`config.mk`:
```
export PLATFORM = sky130hd
export DESIGN_NAME = cnn_fc_feed_ctrl
export DESIGN_NICKNAME = d
export VERILOG_FILES = /design/src/rtl/cnn_fc_feed_ctrl.sv
export SDC_FILE = /design/constraint.sdc
export NUM_CORES = 1
export LEC_CHECK = 0
export BUFFER_PORTS_ARGS = -buffer_cell sky130_fd_sc_hd__buf_2
export CAP_MARGIN = 10
export CELL_PAD_IN_SITES_DETAIL_PLACEMENT = 1
export CELL_PAD_IN_SITES_GLOBAL_PLACEMENT = 1
export CORE_UTILIZATION = 32
export DETAILED_ROUTE_END_ITERATION = 16
export GPL_ROUTABILITY_DRIVEN = 0
export PLACE_DENSITY = 0.86
export RECOVER_POWER = 25
export SYNTH_ARGS = -nofsm -noshare
export SYNTH_HDL_FRONTEND = slang
export SYNTH_SLANG_ARGS = --single-unit
```
`constraint.sdc`:
```
create_clock -name clk -period 2.3 [get_ports clk]
set_input_delay 0.115 -clock clk [delete_from_list [all_inputs] [get_ports clk]]
set_output_delay 0.115 -clock clk [all_outputs]
set_load 0.01 [all_outputs]
```
`src/rtl/cnn_fc_feed_ctrl.sv`:
```
// Feeds one pooled frame from the layer-2 output FIFO into the FC layer.
// Optional statistics counters are enabled with `define CNN_FC_FEED_STATS_EN.
module cnn_fc_feed_ctrl #(
    parameter int DW         = 16,
    parameter int FRAME_LEN  = 256,
    parameter int FILL_LEVEL = 245,
    parameter int CW         = 10
) (
    input  logic          clk,
    input  logic          rst,
    input  logic          enable,
    input  logic [CW-1:0] fifo_rdusedw,
    input  logic          fifo_empty,
    input  logic          fifo_full,
    input  logic          fifo_we,
    input  logic [DW-1:0] fifo_dout,
    output logic          fifo_re,
    input  logic          fc_ready,
    output logic [DW-1:0] fc_data,
    output logic          fc_valid,
    output logic          fc_first,
    output logic          fc_last,
    input  logic          fc_done,
    output logic          frame_done,
    output logic          busy,
`ifdef CNN_FC_FEED_STATS_EN
    output logic [15:0]   frame_cnt,
    output logic [15:0]   stall_cnt,
`endif
    output logic          err_ovf,
    input  logic          clr_err
);

    typedef enum logic [1:0] {IDLE, FILL, STREAM, WAIT_FC} state_t;

    localparam logic [CW-1:0] LEN_C   = CW'(FRAME_LEN);
    localparam logic [CW-1:0] LAST_C  = CW'(FRAME_LEN - 1);
    localparam logic [CW-1:0] LEVEL_C = CW'(FILL_LEVEL);

    state_t        state_q, state_d;
    logic [CW-1:0] rd_cnt_q, rd_cnt_d;
    logic          fc_valid_q, fc_valid_d;
    logic          fc_first_q, fc_first_d;
    logic          fc_last_q, fc_last_d;
    logic          frame_done_q, frame_done_d;
    logic          err_ovf_q, err_ovf_d;

    // Read data comes straight from the FIFO; only the qualifiers are registered.
    assign fifo_re    = (state_q == STREAM) & fc_ready & ~fifo_empty & (rd_cnt_q < LEN_C);
    assign fc_data    = fifo_dout;
    assign fc_valid   = fc_valid_q;
    assign fc_first   = fc_first_q;
    assign fc_last    = fc_last_q;
    assign frame_done = frame_done_q;
    assign busy       = (state_q != IDLE);
    assign err_ovf    = err_ovf_q;

    always_comb begin
        state_d  = state_q;
        rd_cnt_d = rd_cnt_q;
        if (fifo_re) rd_cnt_d = rd_cnt_q + CW'(1);
        case (state_q)
            IDLE:    if (enable) state_d = FILL;
            FILL:    if (fifo_rdusedw >= LEVEL_C) state_d = STREAM;
            STREAM:  if (fifo_re && rd_cnt_q == LAST_C) state_d = WAIT_FC;
            WAIT_FC: if (fc_done) state_d = enable ? FILL : IDLE;
            default: state_d = IDLE;
        endcase
        if (state_d == FILL && state_q != FILL) rd_cnt_d = '0;

        fc_valid_d   = fifo_re;
        fc_first_d   = fifo_re & (rd_cnt_q == '0);
        fc_last_d    = fifo_re & (rd_cnt_q == LAST_C);
        frame_done_d = fifo_re & (rd_cnt_q == LAST_C);
        // A new overflow wins over a simultaneous clear.
        err_ovf_d    = (fifo_we & fifo_full & ~fifo_re) | (err_ovf_q & ~clr_err);
    end

    always_ff @(posedge clk or posedge rst) begin
        if (rst) begin
            state_q      <= IDLE;
            rd_cnt_q     <= '0;
            fc_valid_q   <= 1'b0;
            fc_first_q   <= 1'b0;
            fc_last_q    <= 1'b0;
            frame_done_q <= 1'b0;
            err_ovf_q    <= 1'b0;
        end else begin
            state_q      <= state_d;
            rd_cnt_q     <= rd_cnt_d;
            fc_valid_q   <= fc_valid_d;
            fc_first_q   <= fc_first_d;
            fc_last_q    <= fc_last_d;
            frame_done_q <= frame_done_d;
            err_ovf_q    <= err_ovf_d;
        end
    end

`ifdef CNN_FC_FEED_STATS_EN
    logic [15:0] frame_cnt_q, frame_cnt_d;
    logic [15:0] stall_cnt_q, stall_cnt_d;

    assign frame_cnt = frame_cnt_q;
    assign stall_cnt = stall_cnt_q;

    always_comb begin
        frame_cnt_d = frame_cnt_q + {15'd0, frame_done_q};
        stall_cnt_d = stall_cnt_q;
        if (state_q == IDLE && state_d == FILL)
            stall_cnt_d = '0;
        else if (state_q == STREAM && fc_ready && fifo_empty && stall_cnt_q != 16'hFFFF)
            stall_cnt_d = stall_cnt_q + 16'd1;
    end

    always_ff @(posedge clk or posedge rst) begin
        if (rst) begin
            frame_cnt_q <= '0;
            stall_cnt_q <= '0;
        end else begin
            frame_cnt_q <= frame_cnt_d;
            stall_cnt_q <= stall_cnt_d;
        end
    end
`endif

endmodule

```
Word level (Yosys, flattened, before mapping). Index checks and enable logic that the tools add are counted.

Flip-flop bits (word level): 16. Input port bits: 35. Output and inout port bits: 23. Logic and storage cells: 41.

$add $sub $neg: 1. Order comparisons: 2. Equal/unequal tests: 6. Multiplexer cells: 8. Bitwise operators: 12. Reductions and logical operators: 6.

Operators with widths (number): 2-to-1 mux 10 bit (2); adder 10 x 1 -> 10 bit, second input constant (1); equality test 10 x 8 -> 1 bit, second input constant (1); >= comparator 10 x 8 -> 1 bit, second input constant (1); zero test 10 bit (1); < comparator 10 x 9 -> 1 bit, second input constant (1); bitwise AND 1 bit (8); 2-to-1 mux 2 bit (4); one-hot mux 2 bit (4 select lines) (1); equality test 2 x 1 -> 1 bit, second input constant (2); equality test 2 bit, second input constant (2); nonzero test 2 bit (2); inverter 1 bit (3); logical AND 1 bit (2); zero test 2 bit (1); != test 2 x 1 -> 1 bit, second input constant (1); 2-to-1 mux 1 bit (1); OR 1 bit (1).

Logic depth before layout (Yosys ltp). Gate-level depths: netlist of the first run.

Depth in word-level cells: 10. Gate-level depth with buffers: 6. Gate-level depth less buffers: 6.

Worst setup path after synthesis of the first run. OpenSTA, ideal clock, no wires.

Kind: flip-flop to flip-flop. Start: register state_q[0]. End: register rd_cnt_q[0]. Setup time: 0.127 ns. Arrival time: 1.239 ns. Required time: 2.173 ns. Path slack: 0.933 ns. Stages on the path, launching flop included: 6. Buffers on the path: 1. Period minus slack after synthesis: 1.367 ns. Cells stage by stage: dfrtp_1 -> and4bb_1 -> buf_4 -> nand4_4 -> a21oi_4 -> nor2_1.

Cells in the longest elaborated chain, start to end: 10. Elaborated cells between the ends (all ways): 18. Classes of those cells: 5 x eq/ne; 6 x mux; 3 x bitwise; 4 x reduce/logical.

RTL lines: from (decl) (RTL line 40) `state_t state_q, state_d;`; from (signal assigned) (RTL line 89) `state_q <= state_d;`; equality test 2 bit (RTL line 49, 62); bitwise AND 1 bit (3 in series) (RTL line 49) `assign fifo_re = (state_q == STREAM) & fc_ready & ~fifo_empty & (rd_cnt_q < LEN_C);`; logical AND 1 bit (RTL line 65) `STREAM: if (fifo_re && rd_cnt_q == LAST_C) state_d = WAIT_FC;`; 2-to-1 mux 2 bit (RTL line 65); one-hot mux 2 bit (4 select lines) (RTL line 62) `case (state_q)`; equality test 2 x 1 -> 1 bit (RTL line 69) `if (state_d == FILL && state_q != FILL) rd_cnt_d = '0;`; logical AND 1 bit (RTL line 69); 2-to-1 mux 10 bit / nonzero test 2 bit (equally long branches); to (signal assigned) (RTL line 90) `rd_cnt_q <= rd_cnt_d;`; to (decl) (RTL line 41) `logic [CW-1:0] rd_cnt_q, rd_cnt_d;`.

Parallel ways exist; a longest one is shown, timed or not. A chain may end at the register's enable or synchronous reset.

Worst setup path after layout of the first run.
Start: register state_q[0]. End: output fifo_re.

Cells in the longest elaborated chain, start to end: 4.

RTL lines: equality test 2 bit (RTL line 49); bitwise AND 1 bit (3 in series) (RTL line 49); to (decl) (RTL line 17) `output logic fifo_re,`.

Every way passes these cells.

==> impl_results.md, run 1 <==
- Cts repair resizes: 0
- Fin crit share: 78.69%
- Commonest non-fill, non-tap cells in the layout: 25 x buf_2, 16 x dfrtp_1, 12 x nor2_1
- Cell taking the most area after synthesis: dfrtp_1
- Final max-slew violation count: 0
- Die area: 0.003189 mm^2
- Placed Cells: 136
- DRT Pass-1 Iters: 3
- Root Driver: clkbuf_4
- Max Fclk: 552.6 MHz
- Vias in the first global route: 770
- Worst setup path start: state_q[0]$_DFF_PP0_
- CP Max Fanout: 9
- Pleak: 0.5449 nW
- Status: finished clean
- Switching share of power: between 30 and 40%
- Final WL: ~1.9 mm
- RSZ-0062 raised after global routing: false
- Post-Layout Cell Count: roughly 140
- Syn avg cell area: approximately 9.7 um^2
- Die Y: between 50 and 60 um
- Reg clk slew, reported paths: 0.09 ns
- Core Rows: 19
- Int Pwr: approximately 490 uW
- Top-Level Pins: a little under 60
- Reg2reg start: state_q[0]$_DFF_PP0_
- Clock share of power: between 10% and 20%
- Worst VDD drop: 0.2926 mV
- CP required: between 2 and 2.5 ns
- Max cap viols: 0
- Largest net degree at the start of global routing: 17
- Share of layout cells above drive strength 1: approximately 29%
- First-pass GRT wire length: about 3.2 mm
- Worst hold path class: in2reg
- H-tree depth: 1
- DR WL/cell: approximately 14 um
- Area delta synth->final: 7.510%
- Initial core utilization: about a third
- Headroom to the max-slew limit: 60.33%
- Clock Latency Late Sink: between 0.2 and 0.3 ns
- Total grt overflow: 0
- GRT Util Overall: about an eighth
- Synth Cell Area: approximately 950 um^2
- CP arrival: 1.69 ns
- Area share of the largest cell type after synthesis: 42.16%
- Total setup buffers inserted after CTS: 0
- Final #Nets: between 100 and 150
- Syn_nets: approximately 140
- DRC: 0
- CP endpoint kind: primary output
- CTS Buf Count: 3
- Initial DRC Count: 3
- CTS tree: built
- Post-synthesis cell count: 98
- Largest cells by area after synthesis: dfrtp_1 42%, buf_4 14%, xor2_1 5.5%, nor2_1 4.7%, nand3_1 3.2%
- Async SR Flop Fraction: 100.0%
- Worst setup SP type: register
- Core area: ~0.0028 mm^2
- Cell variety after synth: 30
- Top FF cell, synth: dfrtp_1
- Most common cell after layout, fill and taps aside: buf_2
- Clock sink count: 16
- Seq/Total Area, Yosys: a little over two fifths
- Final Hold Fails: 0
- Syn. warnings: 0
- Worst Max-Slew Pin Slew: 0.5944 ns
- # setup viols final: 0
- Pwr Density: about 730 mW/mm^2
- Final hold slack: 0.05084 ns
- Clock Tree Buf Depth: 2
- WS Path Type: reg2out
- Fillers: roughly 320
- Sequential Power Share: 49.0%
- Clock skew: 0.002827 ns
- Min Tclk post-route: 1.810 ns
- Die X: about 56 um
- Setup TNS: 0 ns
- Via count: a little over 700
- Ant. Diodes: 0
- Post-synth EDFFs: 0
- Antenna-violating nets left: 0
- Logic pwr share: slightly above 30%
- Vias per inst: about 5.1
- DPL Wire Length: between 1.5 and 2 mm
- Hold_sp: fifo_full
- PortBufs: 25
- P_sw: approximately 260 uW
- Initial antenna violation count: 0
- Synthesized flop and latch total: 16
worst max-delay path, stage by stage, from the launching register on:
cell and delay, ns:
dfrtp_1 0.44, and4bb_1 0.49, nand2_1 0.20, inv_1 0.12, buf_2 0.13
routing by layer:
metal / vias to the layer above / global-route usage (%) / share of wire [%]
li1: 339 / - / -
met1: 341 / 14.18 / 40
met2: 31 / 22.86 / 49
met3: 13 / 2.304 / 6.6
met4: 0 / 9.756 / 4.3
met5: - / 0 / 0
repair_timing:
item,CTS,global route
hold buffers,2,0
setup endpoints to repair,0,0
endpoints found under the hold margin,17,0
power groups by stage:
| stage | sequential (mW) | clock [mW] | combinational, mW |
|---|---|---|---|
| 2_1_floorplan | 0.364 | 0 | 0.195 |
| 6_report | 0.366 | 0.148 | 0.233 |
| 3_3_place_gp | 0.366 | 0 | 0.229 |
| 5_1_grt | 0.375 | 0.161 | 0.265 |
| 4_1_cts | 0.367 | 0.155 | 0.239 |
| 3_5_place_dp | 0.372 | 0 | 0.235 |
flip-flops by register name (all words and copies together), names as in the netlist:
register	cells
err_ovf	1
fc_first	1
fc_valid	1
frame_done	1
rd_cnt_q	10
state_q	2
through the flow:
| stage | utilization [%] | total power, mW | setup WS [ns] | area (um^2) |
|---|---|---|---|---|
| 6_report | 36.71 | 0.7465 | 0.4902 | 1021 |
| 5_1_grt | 36.71 | 0.8006 | 0.3201 | 1021 |
| 4_1_cts | 36.71 | 0.7614 | 0.4534 | 1021 |
| 3_5_place_dp | 35.18 | 0.6072 | 0.6558 | 978.4 |
| 3_3_place_gp | 35.18 | 0.5952 | 0.7302 | 978.4 |
| 2_1_floorplan | - | 0.5588 | 0.9334 | 949.7 |
logic make-up after synthesis:
group | after synthesis | share of synthesized area [%]
XOR/XNOR | 7 | 6.456
flip-flops | 16 | 42.16
AND/OR/NAND/NOR | 40 | 24.90
AO/OA/AOI/OAI | 9 | 7.248
buffers and inverters | 24 | 16.60
adder cells (fa/ha/maj) | 2 | 2.635
worst paths after layout:
path                                      endpoint  cells after the start  slack [ns]
max reg2reg                rd_cnt_q[6]$_DFFE_PP0P_                      4        0.67
min reg2reg                rd_cnt_q[8]$_DFFE_PP0P_                      2        0.52
min                              err_ovf$_DFF_PP0_                      3        0.05
max                                        fifo_re                      4        0.49
min in group asynchronous        err_ovf$_DFF_PP0_                      3        0.43
max in group asynchronous  rd_cnt_q[4]$_DFFE_PP0P_                      3        1.48
cell type report:
type / instances / area, um^2 / share of cell area, %
sequential: 16 / 400.4 / 39.22
multi-input combinational: 58 / 391.6 / 38.36
timing repair buffer: 27 / 145.1 / 14.22
tap: 31 / 38.79 / 3.799
clock buffer: 3 / 22.52 / 2.206
inverter: 6 / 22.52 / 2.206
Yosys cell counts, types with 2 or more instances:
cell type   n
dfrtp_1    16
nand2_1     3
ha_1        2
and3_1      3
o21ai_0     2
nand2b_1    2
buf_4      18
nand3_1     6
nor2_1     12
nand4_1     3
inv_1       6
xor2_1      6
nor3_1      2
Power figures use the tool's default switching activity.
==> inputs of run 2 (changes only) <==
- CORE_UTILIZATION: 32 -> 30
- PLACE_DENSITY: 0.86 -> 0.82
- clock period: 2.3 -> 1.7 ns (I/O delays scaled with it)
==> impl_results.md, run 2 (synthesis results as in run 1) <==
- Fin crit share: between 90 and 100%
- CP endpoint kind: register
- Top-Level Pins: between 50 and 60
- Worst setup path start: rd_cnt_q[1]$_DFFE_PP0P_
- CTS tree: built
- Placed cell areas: roughly 0.001 mm^2
- Final #Nets: 152
- Setup TNS: 0 ns
- Reg with most FFs: rd_cnt_q
- Vias in the first global route: 716
- H-tree depth: 1
- CP arrival: between 1.5 and 2 ns
- Reg2reg start: rd_cnt_q[1]$_DFFE_PP0P_
- Max Fclk: roughly 630 MHz
- CP Max Fanout: 10
- Share of layout cells above drive strength 1: around 34%
- Via count: 738
- Worst setup SP type: register
- Initial core utilization: between 30% and 40%
- DRT Pass-1 Iters: 3
- Core Rows: 20
- Critical-path top delay cell: dfrtp_1
- Pleak: between 0.5 and 0.6 nW
- Clock sink count: 16
- CTS Buf Count: 3
- Largest net degree at the start of global routing: 17
- Die Y: just under 60 um
- Root Driver: clkbuf_4
- Final Hold Fails: 0
- DPL Wire Length: between 1.5 and 2 mm
- Clock Latency Late Sink: slightly below 0.3 ns
- CP required: around 1.9 ns
- Area delta synth->final: 13.44%
- Initial DRC Count: 9
- Max incr delay on CP: 0.40 ns
- WS Path Type: reg2reg
- Max cap viols: 0
- Setup slack at placement: around 0.13 ns
- Total grt overflow: 0
- Worst hold path class: in2reg
- Pwr Density: 1029 mW/mm^2
- Clock skew: 0.004806 ns
- DR WL/cell: about 12 um
- Status: finished clean
- RSZ-0062 raised after global routing: false
- GRT Util Overall: about an eighth
- Core area: just over 0.003 mm^2
- # setup viols final: 0
- Die area: roughly 0.0034 mm^2
- First-pass GRT wire length: between 3 and 4 mm
- Regs by FF count: rd_cnt_q: 10 flops, state_q: 2 flops
- Final hold slack: approximately 0.022 ns
- Final WL: around 1.9 mm
- Cell area after layout: about 0.0011 mm^2
- Design Power: 1.109 mW
- Worst VDD drop: 0.3699 mV
- DRC: 0
- Ant. Diodes: 0
- Most common cell after layout, fill and taps aside: buf_2
- Vias per inst: around 4.7
- Headroom to the max-slew limit: approximately three fifths
- Clock Tree Buf Depth: 2
- Worst Max-Slew Pin Slew: 0.5782 ns
- Hold_sp: fifo_full
- Initial antenna violation count: 0
- Critical path cell sequence: ha_1 > and4bb_2 > nand4_4 > a21oi_4 > a21oi_1
- Die X: just under 60 um
- Min Tclk post-route: between 1.5 and 2 ns
- Antenna-violating nets left: 0
- Reg clk slew, reported paths: 0.09 ns
- Max reg flops: 10
- PortBufs: 25
- Commonest non-fill, non-tap cells in the layout: 25 x buf_2, 15 x dfrtp_1, 12 x nor2_1
- Final max-slew violation count: 0
- Final Worst Setup Slack: around 0.12 ns
-- run 2: cell types whose count changed in the layout (fill, tap and decap cells not counted), sizes merged --
| cell | previous run | this run |
|---|---|---|
| buf | 25 | 28 |
| clkbuf | 3 | 4 |
-- run 2: final timing paths --
path                                                end  slack [ns]  cells after the start
max in group asynchronous          state_q[0]$_DFF_PP0_        0.91                      3
min in group asynchronous       rd_cnt_q[4]$_DFFE_PP0P_        0.38                      3
worst max-delay path            rd_cnt_q[1]$_DFFE_PP0P_        0.12                      5
worst max register to register  rd_cnt_q[1]$_DFFE_PP0P_        0.12                      5
worst min register to register  rd_cnt_q[8]$_DFFE_PP0P_        0.54                      2
worst min-delay path                  err_ovf$_DFF_PP0_        0.02                      3
-- run 2: per-layer routing --
| metal | vias up | global-route usage [%] | share of wire (%) |
|---|---|---|---|
| met3 | 13 | 5.357 | 8.8 |
| met1 | 343 | 13.27 | 39 |
| met4 | 0 | 7.483 | 3.3 |
| li1 | 349 | - | - |
| met2 | 33 | 20.36 | 48 |
| met5 | - | 0 | 0 |
-- run 2: timing repair --
action                                 4_1_cts  5_1_grt
gates resized for setup                      2        1
endpoints found under the hold margin       17        0
pin swaps                                    1        0
buffers inserted                             1        1
hold buffers                                 2        0
setup endpoints to repair                    1        1
-- run 2: final cells by class --
type,count,area [um^2]
timing repair buffer,30,167.7
tap,44,55.05
fill,361,1951
sequential,16,401.6
inverter,6,22.52
clock buffer,4,36.28
multi-input combinational,58,394.1
-- run 2: worst max-delay path, delay by kind of cell, from the launching register on --
family	cells	cell delay (ns)
adders and majority gates	1	0.18
DFF	1	0.40
and+or+nand+nor	2	0.44
AOI/OAI and AO/OA	2	0.43
-- run 2: report_power, final --
| part | total [mW] | switching [mW] | internal (mW) |
|---|---|---|---|
| Sequential | 0.485 | 0.0475 | 0.437 |
| Clock | 0.250 | 0.119 | 0.131 |
| Combinational | 0.374 | 0.204 | 0.170 |
| Total | 1.11 | 0.371 | 0.738 |
-- run 2: through the flow --
step	cells	util [%]
2_1_floorplan	98	-
3_3_place_gp	150	33.10
3_5_place_dp	150	33.10
4_1_cts	157	35.33
5_1_grt	158	35.58
6_report	158	35.58
==> inputs of run 3 (changes only) <==
- CORE_UTILIZATION: 30 -> 31
- CTS_BUF_LIST: unset -> sky130_fd_sc_hd__clkbuf_2 sky130_fd_sc_hd__clkbuf_4 sky130_fd_sc_hd__clkbuf_8
- PLACE_DENSITY: 0.82 -> 0.84
- SKIP_LAST_GASP: unset -> 1
==> impl_results.md, run 3 (synthesis results as in run 1) <==
- Max cap viols: 0
- Regs by FF count: rd_cnt_q: 10 flops, state_q: 2 flops
- Pwr Density: between 1000 and 1500 mW/mm^2
- Violated checks: DRC
- Reg with most FFs: rd_cnt_q
- FF-to-FF setup slack: around 0.13 ns
- Largest net degree at the start of global routing: 17
- Ant. Diodes: 0
- Status: finished, violations left
- Worst setup SP type: register
- CP arrival: approximately 1.8 ns
- Clock Latency Late Sink: roughly 0.3 ns
- Clock skew: between 0.005 and 0.006 ns
- Worst VDD drop: 0.5037 mV
- GRT Util Overall: 14.41%
- WS Path Type: reg2reg
- Setup TNS: 0 ns
- Share of layout cells above drive strength 1: a little over a third
- Worst hold path depth: 3
- Vias per inst: 5.034
- Vias in the first global route: around 820
- Pleak: roughly 0.57 nW
- Clock sink count: 16
- Final WL: around 2.1 mm
- Die Y: between 50 and 60 um
- Final hold slack: around 0.022 ns
- Worst Max-Slew Pin Slew: ~0.6 ns
- Worst R2R End: rd_cnt_q[2]$_DFFE_PP0P_
- Most common cell after layout, fill and taps aside: buf_2
- Fillers: approximately 340
- Initial antenna violation count: 0
- Initial DRC Count: 36
- Area delta synth->final: 11.99%
- Max Fclk: about 640 MHz
- Fin crit share: a little over 90%
- Clock Tree Buf Depth: 2
- Root Driver: clkbuf_4
- Die area: 0.003289 mm^2
- H-tree depth: 1
- DR WL/cell: around 14 um
- CP required: around 1.9 ns
- DPL Wire Length: 1.589 mm
- Hold Path Sink: err_ovf$_DFF_PP0_
- Max reg flops: 10
- Final max-slew violation count: 0
- First-pass GRT wire length: between 3 and 4 mm
- PortBufs: 25
- CP endpoint kind: register
- Reg clk slew, reported paths: 0.09 ns
- Antenna-violating nets left: 0
- Die X: 57.35 um
- DRC: 7
- R2R depth: 5
- Hold_sp: fifo_full
- Worst hold path class: in2reg
- Core Rows: 19
- Min Tclk post-route: approximately 1.6 ns
- Top-Level Pins: 58
- Final Hold Fails: 0
- Reg2reg start: rd_cnt_q[1]$_DFFE_PP0P_
- Total grt overflow: 0
- CTS Buf Count: 3
- Final #Nets: ~150
- Via count: 730
- CTS tree: built
- RSZ-0062 raised after global routing: false
- Initial core utilization: 33.57%
- Commonest non-fill, non-tap cells in the layout: 25 x buf_2, 15 x dfrtp_1, 11 x nor2_1
- Core area: approximately 0.0028 mm^2
- CP Max Fanout: 10
- Headroom to the max-slew limit: 59.12%
- DRT Pass-1 Iters: 10
- # setup viols final: 0
## run 3: cell counts in the layout (fill, tap and decap cells not counted)
No cell type changed its count.
## run 3: how the worst max path moves through the flow
stage | start | endpoint | slack [ns] | depth (start not counted)
after global routing | state_q[0]$_DFF_PP0_ | fifo_re | 0.02 | 5
after floorplan | state_q[0]$_DFF_PP0_ | rd_cnt_q[0]$_DFFE_PP0P_ | 0.33 | 5
after detailed placement | rd_cnt_q[1]$_DFFE_PP0P_ | rd_cnt_q[0]$_DFFE_PP0P_ | 0.15 | 5
after CTS | state_q[1]$_DFF_PP0_ | fifo_re | 0.03 | 5
final | rd_cnt_q[1]$_DFFE_PP0P_ | rd_cnt_q[2]$_DFFE_PP0P_ | 0.13 | 5
after global placement | rd_cnt_q[0]$_DFFE_PP0P_ | rd_cnt_q[6]$_DFFE_PP0P_ | 0.23 | 5
## run 3: where the power goes
group	leakage [nW]	total (mW)	internal (mW)	switching, mW
clock	0.0210	0.263	0.131	0.132
sequential	0.215	0.486	0.438	0.0477
combinational	0.329	0.368	0.170	0.198
## run 3: metrics by stage
step | cell area (um^2) | std cells | setup WS (ns) | power (mW) | util [%]
after floorplan | 949.7 | 98 | 0.3334 | 0.7561 | -
after global routing | 1064 | 145 | 0.02148 | 1.195 | 37.59
after detailed placement | 985.9 | 137 | 0.1463 | 0.8321 | 34.85
after global placement | 985.9 | 137 | 0.2337 | 0.8140 | 34.85
after CTS | 1057 | 145 | 0.03445 | 1.129 | 37.37
final | 1064 | 145 | 0.1345 | 1.116 | 37.59
## run 3: final cells by class
cell class	instances	area, um^2	share of cell area (%)
Multi-Input combinational cell	58	396.6	37.29
Inverter	6	22.52	2.118
Tap cell	31	38.79	3.647
Clock buffer	4	36.28	3.412
Sequential cell	16	401.6	37.76
Timing Repair Buffer	30	167.7	15.76
## run 3: repair_timing
item | in CTS | in global routing
pin swaps | 1 | 0
hold buffers | 2 | 0
endpoints found under the hold margin | 17 | 0
setup buffers | 2 | 0
resized for setup | 1 | 3
endpoints found under the setup margin | 1 | 1
## run 3: critical path, cell delays in order, from the launching register on
cell and delay, ns:
dfrtp_1 0.40, ha_1 0.19, and4bb_2 0.31, nand4_4 0.14, a21oi_4 0.32, nor2_1 0.09
## run 3: routing by layer
layer,up-vias,wire (um),GRT usage (%)
met3,9,136,3.628
met5,-,0,0
li1,348,-,-
met2,32,1049,24.92
met4,0,45,8.711
met1,341,829,15.79
